**src/rtl/fifo_wr_arbiter_pkg.sv**
```systemverilog
// Shared types and the rotate-priority helper for the FIFO write-port arbiter.
package fifo_arb_pkg;

  typedef enum logic {IDLE, GRANT} state_t;

  localparam int DW_DEFAULT = 8;
  localparam int MAXREQ     = 8;

  // First set bit of req at or after ptr, wrapping modulo n; result is one-hot or zero.
  function automatic logic [MAXREQ-1:0] rr_pick(input logic [MAXREQ-1:0] req,
                                                input logic [2:0]        ptr,
                                                input int                n);
    logic [MAXREQ-1:0] sel;
    logic              found;
    logic [3:0]        j;
    sel   = '0;
    found = 1'b0;
    for (int k = 0; k < MAXREQ; k++) begin
      if (k < n) begin
        j = {1'b0, ptr} + 4'(k);
        if (j >= 4'(n)) j = j - 4'(n);
        if (!found && req[j[2:0]]) begin
          sel[j[2:0]] = 1'b1;
          found       = 1'b1;
        end
      end
    end
    return sel;
  endfunction

endpackage

```
**src/rtl/fifo_wr_arbiter_if.sv**
```systemverilog
// Producer-side and FIFO-side signals of the write-port arbiter.
interface fifo_wr_arbiter_if
  import fifo_arb_pkg::*;
#(
  parameter int NREQ = 4,
  parameter int DW   = DW_DEFAULT
);
  logic [NREQ-1:0]    req;
  logic [NREQ*DW-1:0] data;
  logic [NREQ-1:0]    last;
  logic [NREQ-1:0]    ack;
  logic [NREQ-1:0]    gnt;
  logic [DW-1:0]      fifo_din;
  logic               fifo_wr;
  logic               fifo_full;
  logic               busy;

  modport master (
    output req, data, last, fifo_full,
    input  ack, gnt, fifo_din, fifo_wr, busy
  );

  modport slave (
    input  req, data, last, fifo_full,
    output ack, gnt, fifo_din, fifo_wr, busy
  );
endinterface

```
**src/rtl/fifo_wr_arbiter_rr_picker.sv**
```systemverilog
// Combinational rotate-priority encoder: one-hot pick and index of the first request from rr_ptr.
module rr_picker
  import fifo_arb_pkg::*;
#(
  parameter int NREQ = 4,
  localparam int PW  = (NREQ > 1) ? $clog2(NREQ) : 1
)(
  input  logic [NREQ-1:0] req,
  input  logic [PW-1:0]   rr_ptr,
  output logic [NREQ-1:0] pick,
  output logic [PW-1:0]   idx
);
  logic [MAXREQ-1:0] req8;
  logic [MAXREQ-1:0] pick8;

  always_comb begin
    req8            = '0;
    req8[NREQ-1:0]  = req;
    pick8           = rr_pick(req8, 3'(rr_ptr), NREQ);
    pick            = pick8[NREQ-1:0];
    idx             = '0;
    for (int i = 0; i < MAXREQ; i++) begin
      if (pick8[i]) idx = PW'(i);
    end
  end
endmodule

```
**src/rtl/fifo_wr_arbiter.sv**
```systemverilog
// Round-robin arbiter sharing one FIFO write port between NREQ producers, in bursts of up to MAX_BURST words.
module fifo_wr_arbiter
  import fifo_arb_pkg::*;
#(
  parameter int NREQ      = 4,
  parameter int DW        = DW_DEFAULT,
  parameter int MAX_BURST = 4
)(
  input logic              clk,
  input logic              rst,
  fifo_wr_arbiter_if.slave bus
);
  localparam int PW = (NREQ > 1) ? $clog2(NREQ) : 1;
  localparam int CW = $clog2(MAX_BURST + 1);
  localparam logic [CW-1:0] BURST_END = CW'(MAX_BURST - 1);
  localparam logic [PW-1:0] LAST_IDX  = PW'(NREQ - 1);

  state_t          state;
  logic [NREQ-1:0] gnt;
  logic [NREQ-1:0] pick;
  logic [PW-1:0]   rr_ptr;
  logic [PW-1:0]   gidx;
  logic [PW-1:0]   pick_idx;
  logic [CW-1:0]   burst_cnt;
  logic            req_g;
  logic            last_g;
  logic            wr;

  rr_picker #(.NREQ(NREQ)) u_pick (
    .req    (bus.req),
    .rr_ptr (rr_ptr),
    .pick   (pick),
    .idx    (pick_idx)
  );

  // gnt is zero or one-hot, so masking and OR-reducing selects the granted producer.
  always_comb begin
    req_g        = |(gnt & bus.req);
    last_g       = |(gnt & bus.last);
    wr           = req_g & ~bus.fifo_full;
    bus.fifo_din = '0;
    for (int i = 0; i < NREQ; i++) begin
      if (gnt[i]) bus.fifo_din = bus.data[i*DW +: DW];
    end
  end

  assign bus.gnt     = gnt;
  assign bus.fifo_wr = wr;
  assign bus.ack     = wr ? gnt : '0;
  assign bus.busy    = (state == GRANT);

  always_ff @(posedge clk or posedge rst) begin
    if (rst) begin
      state     <= IDLE;
      gnt       <= '0;
      gidx      <= '0;
      rr_ptr    <= '0;
      burst_cnt <= '0;
    end else begin
      case (state)
        IDLE: begin
          if (|bus.req) begin
            gnt       <= pick;
            gidx      <= pick_idx;
            burst_cnt <= '0;
            state     <= GRANT;
          end
        end
        GRANT: begin
          if (wr) burst_cnt <= burst_cnt + 1'b1;
          // Withdrawal, final word, or full burst all release on this edge; the IDLE cycle that follows is the bubble.
          if (!req_g || (wr && (last_g || burst_cnt == BURST_END))) begin
            gnt    <= '0;
            rr_ptr <= (gidx == LAST_IDX) ? '0 : gidx + 1'b1;
            state  <= IDLE;
          end
        end
        default: state <= IDLE;
      endcase
    end
  end
endmodule

```
**src/flat_wrapper.sv**
```systemverilog
// flat-port wrapper written by rule: the top's interface ports become plain ports
module fifo_wr_arbiter_flat import fifo_arb_pkg::*;
#(
  parameter int NREQ      = 4,
  parameter int DW        = DW_DEFAULT,
  parameter int MAX_BURST = 4
)
  (clk, rst, bus_req, bus_data, bus_last, bus_fifo_full, bus_ack, bus_gnt, bus_fifo_din, bus_fifo_wr, bus_busy);
  fifo_wr_arbiter_if #(.NREQ(NREQ), .DW(DW)) bus_i ();
  input logic clk;
  input logic rst;
  input wire logic [$bits(bus_i.req)-1:0] bus_req;
  input wire logic [$bits(bus_i.data)-1:0] bus_data;
  input wire logic [$bits(bus_i.last)-1:0] bus_last;
  input wire logic [$bits(bus_i.fifo_full)-1:0] bus_fifo_full;
  output wire logic [$bits(bus_i.ack)-1:0] bus_ack;
  output wire logic [$bits(bus_i.gnt)-1:0] bus_gnt;
  output wire logic [$bits(bus_i.fifo_din)-1:0] bus_fifo_din;
  output wire logic [$bits(bus_i.fifo_wr)-1:0] bus_fifo_wr;
  output wire logic [$bits(bus_i.busy)-1:0] bus_busy;
  assign bus_i.req = bus_req;
  assign bus_i.data = bus_data;
  assign bus_i.last = bus_last;
  assign bus_i.fifo_full = bus_fifo_full;
  assign bus_ack = bus_i.ack;
  assign bus_gnt = bus_i.gnt;
  assign bus_fifo_din = bus_i.fifo_din;
  assign bus_fifo_wr = bus_i.fifo_wr;
  assign bus_busy = bus_i.busy;
  fifo_wr_arbiter #(.NREQ(NREQ), .DW(DW), .MAX_BURST(MAX_BURST)) u_core (.clk(clk), .rst(rst), .bus(bus_i));
endmodule
```
**config.mk**
```make
export PLATFORM = sky130hd
export DESIGN_NAME = fifo_wr_arbiter_flat
export DESIGN_NICKNAME = d
export VERILOG_FILES = /design/src/rtl/fifo_wr_arbiter_pkg.sv /design/src/rtl/fifo_wr_arbiter_if.sv /design/src/rtl/fifo_wr_arbiter_rr_picker.sv /design/src/rtl/fifo_wr_arbiter.sv /design/src/flat_wrapper.sv
export SDC_FILE = /design/constraint.sdc
export NUM_CORES = 1
export LEC_CHECK = 0
export ABC_CLOCK_PERIOD_IN_PS = 2400
export CAP_MARGIN = 20
export CORE_MARGIN = 2
export CORE_UTILIZATION = 36
export CTS_BUF_LIST = sky130_fd_sc_hd__clkbuf_4 sky130_fd_sc_hd__clkbuf_8 sky130_fd_sc_hd__clkbuf_16
export DETAILED_ROUTE_END_ITERATION = 16
export HOLD_SLACK_MARGIN = 0.06
export PLACE_DENSITY = 0.79
export SLEW_MARGIN = 40
export SYNTH_ARGS = -nofsm -noshare
export SYNTH_HDL_FRONTEND = slang
export SYNTH_SLANG_ARGS = --single-unit
```
**constraint.sdc**
```tcl
create_clock -name clk -period 2.4 [get_ports clk]
set_clock_uncertainty 0.2 [all_clocks]
set_input_delay 0.24 -clock clk [delete_from_list [all_inputs] [get_ports clk]]
set_output_delay 0.24 -clock clk [all_outputs]
set_load 0.01 [all_outputs]
```
# Word-level counts from Yosys, hierarchy flattened

Index checks and enable logic that the tools add are counted.

Bits in registers: 12
Logic and storage cells: 109

Equal/unequal tests: 5
Reductions and logical operators: 21
Multiplexer cells: 49
$lt $le $gt $ge: 12
$add $sub $neg: 9
Bitwise gates (word level): 8

Operators by type and width:

| kind                                                                         | number |
|---|---|
| 8-bit two-way mux                                                            | 8 |
| 8-bit bitwise OR                                                             | 3 |
| 3-bit two-way mux                                                            | 6 |
| 3-bit by 4-bit less-than comparator with 1-bit output, second input constant | 4 |
| 1-bit two-way mux                                                            | 14 |
| 2-bit two-way mux                                                            | 7 |
| 1-bit binary-select mux with 3-bit select                                    | 4 |
| 1-bit demux with 3-bit select                                                | 4 |
| 3-bit by 1-bit >= comparator with 1-bit output, second input constant        | 4 |
| 4-bit two-way mux                                                            | 3 |
| 4-bit OR reduction                                                           | 3 |
| 3-bit >= comparator, second input constant                                   | 3 |
| 3-bit subtractor, second input constant                                      | 3 |
| 4-bit AND                                                                    | 2 |
| 1-bit logical AND                                                            | 8 |
| 4-bit one-hot mux with 2 select lines                                        | 1 |
| 2-bit AND reduction                                                          | 4 |
| 2-bit by 2-bit adder with 3-bit output, second input constant                | 2 |
| 3-bit one-hot mux with 2 select lines                                        | 1 |
| 1-bit zero test                                                              | 4 |
| 2-bit != test, second input constant                                         | 2 |
| 2-bit by 1-bit adder with 3-bit output, second input constant                | 1 |
| 3-bit by 1-bit adder with 3-bit output, second input constant                | 1 |
| 3-bit by 2-bit == test with 1-bit output, second input constant              | 1 |
| other kinds (9)                                                              | 11 |

# Logic depth before layout (Yosys ltp)

Gate-level depths: netlist of the first run.

Depth after elaboration: 21
Mapped depth: 9
Gate-level depth less buffers: 8

# Cells and area by module

A second synthesis of the first run with hierarchy kept.

Cells, all modules: 142
Area total of the unflattened synthesis: 1332.5 um^2

By module, submodules not included:

| module          | cells each | area each (um^2) | seq. area each (um^2) | instances |
|---|---|---|---|---|
| fifo_wr_arbiter | 91         | 885.8            | 300.3                 | 1 |
| rr_picker       | 51         | 446.7            | 0.0                   | 1 |

# Worst setup path before layout of the first run

No wires, ideal clock.

Path kind: register to register
Start point: register u_core.rr_ptr[0]
End point: register u_core.gidx[0]
Path buffers: 1
Data required time: 2059 ps
Arrival: 2191 ps
Stages on the path, launching flop included: 10
Library setup time: 141 ps
Path slack: -132 ps
Path through: dfrtp_1 buf_6 inv_1 ha_1 mux4_2 a21oi_2 and4_1 a311oi_2 nand2_1 a31oi_1

Cells in the longest elaborated chain, start to end: 21
Elaborated cells on any way between the ends: 66

RTL lines:

| item                                                                                                           | line                            | source |
|---|---|---|
| from (decl)                                                                                                    | fifo_wr_arbiter.sv:21           | `logic [PW-1:0] rr_ptr;` |
| from (signal assigned)                                                                                         | fifo_wr_arbiter.sv:74           | `rr_ptr <= (gidx == LAST_IDX) ? '0 : gidx + 1'b1;` |
| parallel branches: the longest is 13 deep, another holds 3-bit by 4-bit less-than comparator with 1-bit output | -                               |  |
| 8-bit two-way mux *                                                                                            | fifo_wr_arbiter_pkg.sv:22       | `if (!found && req[j[2:0]]) begin` |
| 1-bit two-way mux                                                                                              | fifo_wr_arbiter_rr_picker.sv:23 | `if (pick8[i]) idx = PW'(i);` |
| 2-bit two-way mux (5 in series)                                                                                | fifo_wr_arbiter_rr_picker.sv:23 |  |
| 2-bit two-way mux *                                                                                            | fifo_wr_arbiter_rr_picker.sv:23 |  |
| to (signal assigned)                                                                                           | fifo_wr_arbiter.sv:64           | `gidx <= pick_idx;` |
| to (decl)                                                                                                      | fifo_wr_arbiter.sv:22           | `logic [PW-1:0] gidx;` |

Mark *: on every way between the ends. The select of a mux whose other input is x is not followed.
A chain may end at the register's enable or synchronous reset.

# Worst setup path in the final report of the first run

Ends and elaborated chain as after synthesis.

==> flow_summary.toml, run 1 <==
[route]
wirelength_microns = 3500
wl_per_cell_microns = 12.8
postRouteAntennaNets = 0
dr_total_vias = 1416
drtIter0Drc = 63
vias_per_cell = 5.17
remaining_drc_errors = 0
first_pass_iters = 4

[placement]
post-dp-hpwl_microns = 2780
place_congestion = 0.803
post-place-cells = 267
numPortBuffers = 60

[final_layout]
final_cell_mix = "clkdlybuf4s50_1, nand2_1, buf_4"
syn_to_final_growth_pct = 68.4
drive_above_1_share = 0.175
nets = 283
final_common_cell = "clkdlybuf4s50_1"
final_cells = 274
antenna_cells = 0
utilization = 0.625

[timing]
final-setup-viol-count = 0
finalCritPeriodShare = 0.983
fmax_mhz = 424
maxSlewHeadroom = 0.695
hold_viol_final = 0
layout_min_cycle_time_ns = 2.36
maxSlewViolCount = 0
grt_setup_unrepaired = "yes"
worst_slew_pin_slew_ns = 0.457

[logic_synthesis]
ys_types = 33
synth_edf_count = 0
syn-cell-area_sq_mm = 0.00122
ys_warn_count = 0
syn-num-nets = 208
ys_ff_latch = 12
synth-async-reset-ratio = 1.00
synth_seq_area_share = 0.246
synth-main-ff-cell = "dfrtp_1"
synthCells = 154
syn_avg_cell_area_sq_um = 7.91

[worst_setup_path]
cp_cell_sequence = "inv_4, ha_4, mux4_2, and4b_2, a21oi_1, nand3_1, nand2_1, a31oi_1"
crit_type = "flop to flop"
cp_slowest_cell = "mux4_2"
end_kind = "flop"
start_kind = "flop"
crit_fanout = 7
worst_ep_required_time_ns = 2.33
cp.arrival_ns = 2.29
cpPeakStageDelay_ns = 0.60

[clock_network]
root_buffer = "clkbuf_4"
clk_latency_ns = 0.27
cts_tree = "yes"
numCtsBuffers = 3
cts_buffer_depth = 2
clock_sinks = 12
htree_num_levels = 1
cts.clk_slew.worst_paths_ns = 0.07
cts_hold_buf = 0

[floorplanning]
die_area_sq_mm = 0.00387
io_pins = 61
fp-row-count = 21
core_area_sq_mm = 0.00328
start_util = 0.371
fp.dieW_microns = 62.2
die_h_microns = 62.2

[global_route]
grt_max_degree = 21
grt_pass1_vias = 1324
grt.total_usage = 0.187
grt_pass1_wl_microns = 5990
grt_antenna_before_repair = 0
gr-total-overflow = 0

[power]
power_leakage_nw = 0.961
ir_drop_mv = 0.672
p_per_area_mw_per_mm2 = 948

[flow_run]
cap_viol_max_count = 0

[hold_path]
hold_path.class = "input port to async pin"

[run_status]
status = "finished clean"
-- cells by family (layout without fill, tap and decap cells) --
kind of cell / after synthesis / count (layout) / synth area share
compound gates: 53 / 53 / 0.280
buf+inv: 12 / 86 / 0.0431
xor+xnor: 1 / 1 / 0.00719
flops: 12 / 12 / 0.246
fa+ha+maj: 11 / 11 / 0.113
mux: 7 / 7 / 0.0832
simple gates: 58 / 58 / 0.227
-- where the power goes --
| group | switching [mW] | leakage, nW | internal, mW |
|---|---|---|---|
| Sequential | 0.0695 | 0.150 | 0.279 |
| Combinational | 0.730 | 0.790 | 0.709 |
| Clock | 0.0647 | 0.0210 | 0.0922 |
-- final timing paths --
kind | from | cells after the start | slack, ns | endpoint
setup / recovery | u_core.rr_ptr[0] | 8 | 0.04 | u_core.gidx[0]
hold / removal | rst | 2 | 0.07 | u_core.burst_cnt[0]
setup reg to reg | u_core.rr_ptr[0] | 8 | 0.04 | u_core.gidx[0]
hold reg to reg | u_core.burst_cnt[1] | 2 | 0.32 | u_core.burst_cnt[1]
max in group asynchronous | rst | 2 | 1.59 | u_core.bus.gnt[0]
min in group clk | u_core.burst_cnt[1] | 2 | 0.32 | u_core.burst_cnt[1]
-- synth_stat cells (all sizes together) (2+ instances only) --
cell type | n | area [sq um]
nand2 | 18 | 67.6
a21oi | 15 | 78.8
nor2 | 15 | 56.3
o21ai | 15 | 75.1
dfrtp | 12 | 300
ha | 11 | 138
nand3 | 10 | 50.1
a22oi | 9 | 67.6
and2 | 6 | 37.5
clkbuf | 6 | 22.5
inv | 5 | 18.8
mux2 | 5 | 56.3
a22o | 4 | 35.0
a31oi | 3 | 18.8
a21boi | 2 | 15.0
mux4 | 2 | 45.0
nand2b | 2 | 12.5
-- stage by stage --
stage	hold WS, ns	cell area (sq um)	TNS, ns	power, mW	setup WS [ns]
floorplan	-0.0954	1240	-0.00259	1.25	-0.00259
detailed placement	0.296	1970	-0.266	1.78	-0.0669
finish	0.0732	2050	0	1.94	0.0405
global route	0.136	2050	-0.0939	2.14	-0.0558
CTS	0.0772	2010	0	1.91	0.00464
global placement	0.290	1970	-0.179	1.75	-0.0425
-- registers in the layout, indices dropped and copies added, names as in the netlist --
name and flops:
u_core.rr_ptr 2, u_core.bus.gnt 4, u_core.gidx 2, u_core.bus.busy 1, u_core.burst_cnt 3
-- repair_timing --
action / in CTS / in global routing
setup buffers: 0 / 3
setup endpoints to repair: 13 / 8
pin swaps: 0 / 1
resized for setup: 11 / 7
hold endpoints to repair: 0 / 0
-- worst max-delay path: cells and delay by family, from the launching register on --
kind / cells / cell delay (ns)
buf+inv: 1 / 0.06
flops: 1 / 0.39
simple gates: 3 / 0.49
mux: 1 / 0.60
compound gates: 2 / 0.20
fa+ha+maj: 1 / 0.27
-- layer usage --
layer | vias up | wire, microns | share of wire | GRT usage
met3 | 2 | 225 | 0.064 | 0.0471
met2 | 56 | 1540 | 0.44 | 0.313
met4 | 0 | 12 | 0.0034 | 0.0389
met5 | - | 0 | 0 | 0
met1 | 641 | 1720 | 0.49 | 0.246
li1 | 717 | - | - | -
-- cell type report --
class | count | area [sq um]
repair buffers | 77 | 731
clock buffers | 4 | 36.3
inverters | 5 | 21.3
flip-flops and latches | 12 | 303
fillers | 287 | 1230
multi-input cells | 130 | 903
well taps | 46 | 57.6
No activity file was read; power rests on OpenSTA's default activity.
==> run 2: changes to the inputs <==
--- a/config.mk
+++ b/config.mk
@@ -13,7 +13,8 @@
 export DETAILED_ROUTE_END_ITERATION = 16
 export HOLD_SLACK_MARGIN = 0.06
 export PLACE_DENSITY = 0.79
-export SLEW_MARGIN = 40
+export SLEW_MARGIN = 5
 export SYNTH_ARGS = -nofsm -noshare
 export SYNTH_HDL_FRONTEND = slang
 export SYNTH_SLANG_ARGS = --single-unit
+export TNS_END_PERCENT = 5
==> flow_summary.toml, run 2 (same netlist as run 1, synthesis figures left out) <==
[clock_network]
cts_tree = "yes"
clk_latency_ns = 0.27
htree_num_levels = 1
clock_sinks = 12
cts.clk_slew.worst_paths_ns = 0.07
root_buffer = "clkbuf_4"
numCtsBuffers = 3
cts_hold_buf = 0
cts_buffer_depth = 2

[final_layout]
syn_to_final_growth_pct = 66.4
top_regs = "u_core.bus.gnt x4, u_core.burst_cnt x3"
nets = 281
final_cell_mix = "clkdlybuf4s50_1, nand2_1, buf_4"
utilization = 0.618
antenna_cells = 0
postLayoutCellArea_sq_mm = 0.00203
largest_reg_flops = 4
drive_above_1_share = 0.159
final_common_cell = "clkdlybuf4s50_1"
final_cells = 272
largest-register = "u_core.bus.gnt"

[route]
first_pass_iters = 4
postRouteAntennaNets = 0
wirelength_microns = 3440
vias_per_cell = 5.13
dr_total_vias = 1396
wl_per_cell_microns = 12.7
drtIter0Drc = 60
remaining_drc_errors = 0

[timing]
worst_hold_slack_ns = 0.0723
hold_viol_final = 0
worst_slew_pin_slew_ns = 0.455
final-setup-viol-count = 0
grt_setup_unrepaired = "yes"
finalSetupTns_ns = 0
worst_slack_ns = 0.0378
maxSlewHeadroom = 0.696
maxSlewViolCount = 0
finalCritPeriodShare = 0.984
layout_min_cycle_time_ns = 2.36
fmax_mhz = 423

[global_route]
gr-total-overflow = 0
grt.total_usage = 0.187
grt_antenna_before_repair = 0
grt-busiest-layer = "met2"
met2_usage = 0.313
grt_pass1_vias = 1324
grt_max_degree = 21
grt_pass1_wl_microns = 5990
grt_use_met1 = 0.246
met3_usage = 0.0471

[hold_path]
hold_path.class = "input port to async pin"

[floorplanning]
io_pins = 61
die_area_sq_mm = 0.00387
fp-row-count = 21
start_util = 0.371
die_h_microns = 62.2
core_area_sq_mm = 0.00328
fp.dieW_microns = 62.2

[placement]
pre_cts_slack_ns = -0.0669
post-dp-hpwl_microns = 2780
numPortBuffers = 60
post-place-cells = 267
place_area_sq_mm = 0.00197
place_congestion = 0.803

[worst_setup_path]
crit_fanout = 7
r2r-start = "u_core.rr_ptr[0]"
worst_ep_required_time_ns = 2.33
cp_slowest_cell = "mux4_2"
setup.worst_path.start = "u_core.rr_ptr[0]"
cpPeakStageDelay_ns = 0.59
crit_family = "multiplexers"
cp_cell_sequence = "inv_4, ha_4, mux4_2, and4b_2, a21oi_1, nand3_1, nand2_1, a31oi_1"
crit_type = "flop to flop"
worst-path-buf-inv = 1
start_kind = "flop"
end_kind = "flop"
cp.arrival_ns = 2.30

[power]
power_leakage_nw = 0.949
pwr-share-clk = 0.082
internal_power_mw = 1.06
p_per_area_mw_per_mm2 = 939
seqPwrFrac = 0.185
combPwrFrac = 0.733
ir_drop_mv = 0.667
swShare = 0.445
switching_power_uw = 848
finalPower_mw = 1.90

[flow_run]
cap_viol_max_count = 0

[run_status]
status = "finished clean"
-- run 2: cell types whose count changed in the layout (fill, tap and decap cells not counted) --
cell | before | now
buf_4 | 17 | 15
o21ai_2 | 1 | 0
nand3_1 | 9 | 10
nand3_2 | 1 | 0
o21ai_1 | 1 | 2
-- run 2: final timing paths --
| kind | endpoint | slack [ns] | depth (start not counted) |
|---|---|---|---|
| max | u_core.gidx[0] | 0.04 | 8 |
| min | u_core.burst_cnt[0] | 0.07 | 2 |
| max reg2reg | u_core.gidx[0] | 0.04 | 8 |
| min reg2reg | u_core.burst_cnt[1] | 0.32 | 2 |
| max in group asynchronous | u_core.bus.gnt[0] | 1.59 | 2 |
| min in group clk | u_core.burst_cnt[1] | 0.32 | 2 |
-- run 2: layout make-up --
| cell class | count | area [sq um] |
|---|---|---|
| Sequential cell | 12 | 303 |
| Inverter | 5 | 21.3 |
| Fill cell | 292 | 1260 |
| Tap cell | 46 | 57.6 |
| Timing Repair Buffer | 75 | 716 |
| Multi-Input combinational cell | 130 | 895 |
| Clock buffer | 4 | 36.3 |
-- run 2: routing by layer --
metal  share of wire  routed length, microns  vias up
li1                -                       -      714
met1            0.50                    1730      626
met2            0.43                    1490       54
met3           0.061                     209        2
met4          0.0035                      12        0
met5               0                       0        -
-- run 2: power groups by stage --
stage	clock (mW)	sequential (mW)	combinational, mW
3_5_place_dp	0	0.354	1.43
6_report	0.157	0.353	1.40
4_1_cts	0.164	0.352	1.39
5_1_grt	0.172	0.363	1.56
3_3_place_gp	0	0.350	1.40
2_1_floorplan	0	0.366	0.883
-- run 2: what timing repair did --
item | CTS | global route
pin swaps | 0 | 1
setup buffers | 0 | 1
resized for setup | 11 | 5
endpoints found under the setup margin | 13 | 8
==> run 3: changes to the inputs <==
--- a/config.mk
+++ b/config.mk
@@ -13,6 +13,7 @@
 export DETAILED_ROUTE_END_ITERATION = 16
 export HOLD_SLACK_MARGIN = 0.06
 export PLACE_DENSITY = 0.79
+export SKIP_LAST_GASP = 1
 export SLEW_MARGIN = 5
 export SYNTH_ARGS = -nofsm -noshare
 export SYNTH_HDL_FRONTEND = slang
==> flow_summary.toml, run 3 (same netlist as run 1, synthesis figures left out) <==
[run_status]
status = "complete, but fails checks"
violations = "setup timing"

[route]
wirelength_microns = 3430
met2WireLength_microns = 1460
dr_total_vias = 1421
first_pass_iters = 4
vias_per_cell = 5.24
drtIter0Drc = 69
wl_per_cell_microns = 12.7
wl_met3_microns = 240
top_layer_used = "met4"
wl_met1_microns = 1700
remaining_drc_errors = 0
postRouteAntennaNets = 0

[timing]
layout_min_cycle_time_ns = 2.45
maxSlewViolCount = 0
finalCritPeriodShare = 1.02
hold_viol_final = 0
finalSetupTns_ns = -0.335
final-setup-viol-count = 11
worst_slack_ns = -0.0451
fmax_mhz = 409
worst_slew_pin_slew_ns = 0.454
grt_setup_unrepaired = "yes"
maxSlewHeadroom = 0.697

[floorplanning]
start_util = 0.371
die_h_microns = 62.2
die_area_sq_mm = 0.00387
fp-row-count = 21
core_area_sq_mm = 0.00328
io_pins = 61
fp.dieW_microns = 62.2

[clock_network]
cts.clk_slew.worst_paths_ns = 0.07
root_buffer = "clkbuf_4"
numCtsBuffers = 3
post-cts-setup-buffers = 0
htree_num_levels = 1
cts_buffer_depth = 2
clock_sinks = 12
clk_latency_ns = 0.27
cts_tree = "yes"

[hold_path]
hold_path.class = "input port to async pin"

[final_layout]
final_common_cell = "clkdlybuf4s50_1"
drive_above_1_share = 0.147
syn_to_final_growth_pct = 65.4
top_regs = "u_core.bus.gnt x4, u_core.burst_cnt x3"
antenna_cells = 0
final_cell_mix = "clkdlybuf4s50_1, nand2_1, nor2_1"
utilization = 0.614
largest-register = "u_core.bus.gnt"
largest_reg_flops = 4
nets = 280
nFillCells = 291

[worst_setup_path]
start_kind = "flop"
ff2ff_path_depth = 8
crit_fanout = 8
worst_ep_required_time_ns = 1.96
crit_type = "flop to output pin"
cp.arrival_ns = 2.01
end_kind = "output pin"

[global_route]
grt_max_degree = 21
gr-total-overflow = 0
grt.total_usage = 0.186
grt_pass1_wl_microns = 5970
grt_antenna_before_repair = 0
grt_pass1_vias = 1331

[power]
p_per_area_mw_per_mm2 = 960
finalPower_mw = 1.94
ir_drop_mv = 0.674
power_leakage_nw = 0.848

[placement]
post-dp-hpwl_microns = 2780
numPortBuffers = 60
place_congestion = 0.803
pre_cts_slack_ns = -0.0669

[flow_run]
cap_viol_max_count = 0
-- run 3: final cells by class --
type / count / area (sq um) / area share
multi-input cells: 130 / 892 / 0.443
clock buffers: 4 / 36.3 / 0.0180
well taps: 46 / 57.6 / 0.0286
flip-flops and latches: 12 / 302 / 0.150
inverters: 5 / 21.3 / 0.0106
repair buffers: 74 / 707 / 0.351
-- run 3: report_power, final --
group	switching (mW)	leakage, nW	internal [mW]
combinational	0.708	0.676	0.717
sequential	0.0742	0.152	0.278
clock	0.0666	0.0210	0.0923
-- run 3: metal layers --
layer  GRT usage  vias up
li1            -      712
met1       0.244      643
met2       0.311       61
met3      0.0471        5
met4      0.0417        0
met5           0        -
-- run 3: worst max-delay path: stages, from the launching register on --
cell and delay, ns:
dfrtp_1 0.41, buf_4 0.17, nor2b_1 0.10, buf_4 0.16, a22oi_1 0.07, nor2_1 0.09
a21oi_1 0.04, o21ai_0 0.13, clkdlybuf4s50_1 0.56
-- run 3: what timing repair did --
| action | in CTS | in global routing |
|---|---|---|
| endpoints found under the setup margin | 13 | 15 |
| endpoints found under the hold margin | 0 | 0 |
| hold buffers | 0 | 0 |
| resized for setup | 2 | 1 |
-- run 3: worst paths after layout --
check                                    start                   to  slack (ns)
setup reg to reg              u_core.rr_ptr[0]       u_core.gidx[0]        0.03
hold reg to reg            u_core.burst_cnt[1]  u_core.burst_cnt[1]        0.32
setup / recovery             u_core.bus.gnt[1]      bus_fifo_din[7]       -0.05
min in group clk           u_core.burst_cnt[1]  u_core.burst_cnt[1]        0.32
hold / removal                             rst  u_core.burst_cnt[0]        0.07
max in group asynchronous                  rst     u_core.rr_ptr[1]        1.60
-- run 3: stage by stage --
| step | cells | area [sq um] | hold slack (ns) |
|---|---|---|---|
| global route | 271 | 2020 | 0.136 |
| global placement | 267 | 1970 | 0.290 |
| finish | 271 | 2020 | 0.0689 |
| floorplan | 154 | 1240 | -0.0954 |
| CTS | 271 | 2010 | 0.0773 |
| detailed placement | 267 | 1970 | 0.296 |
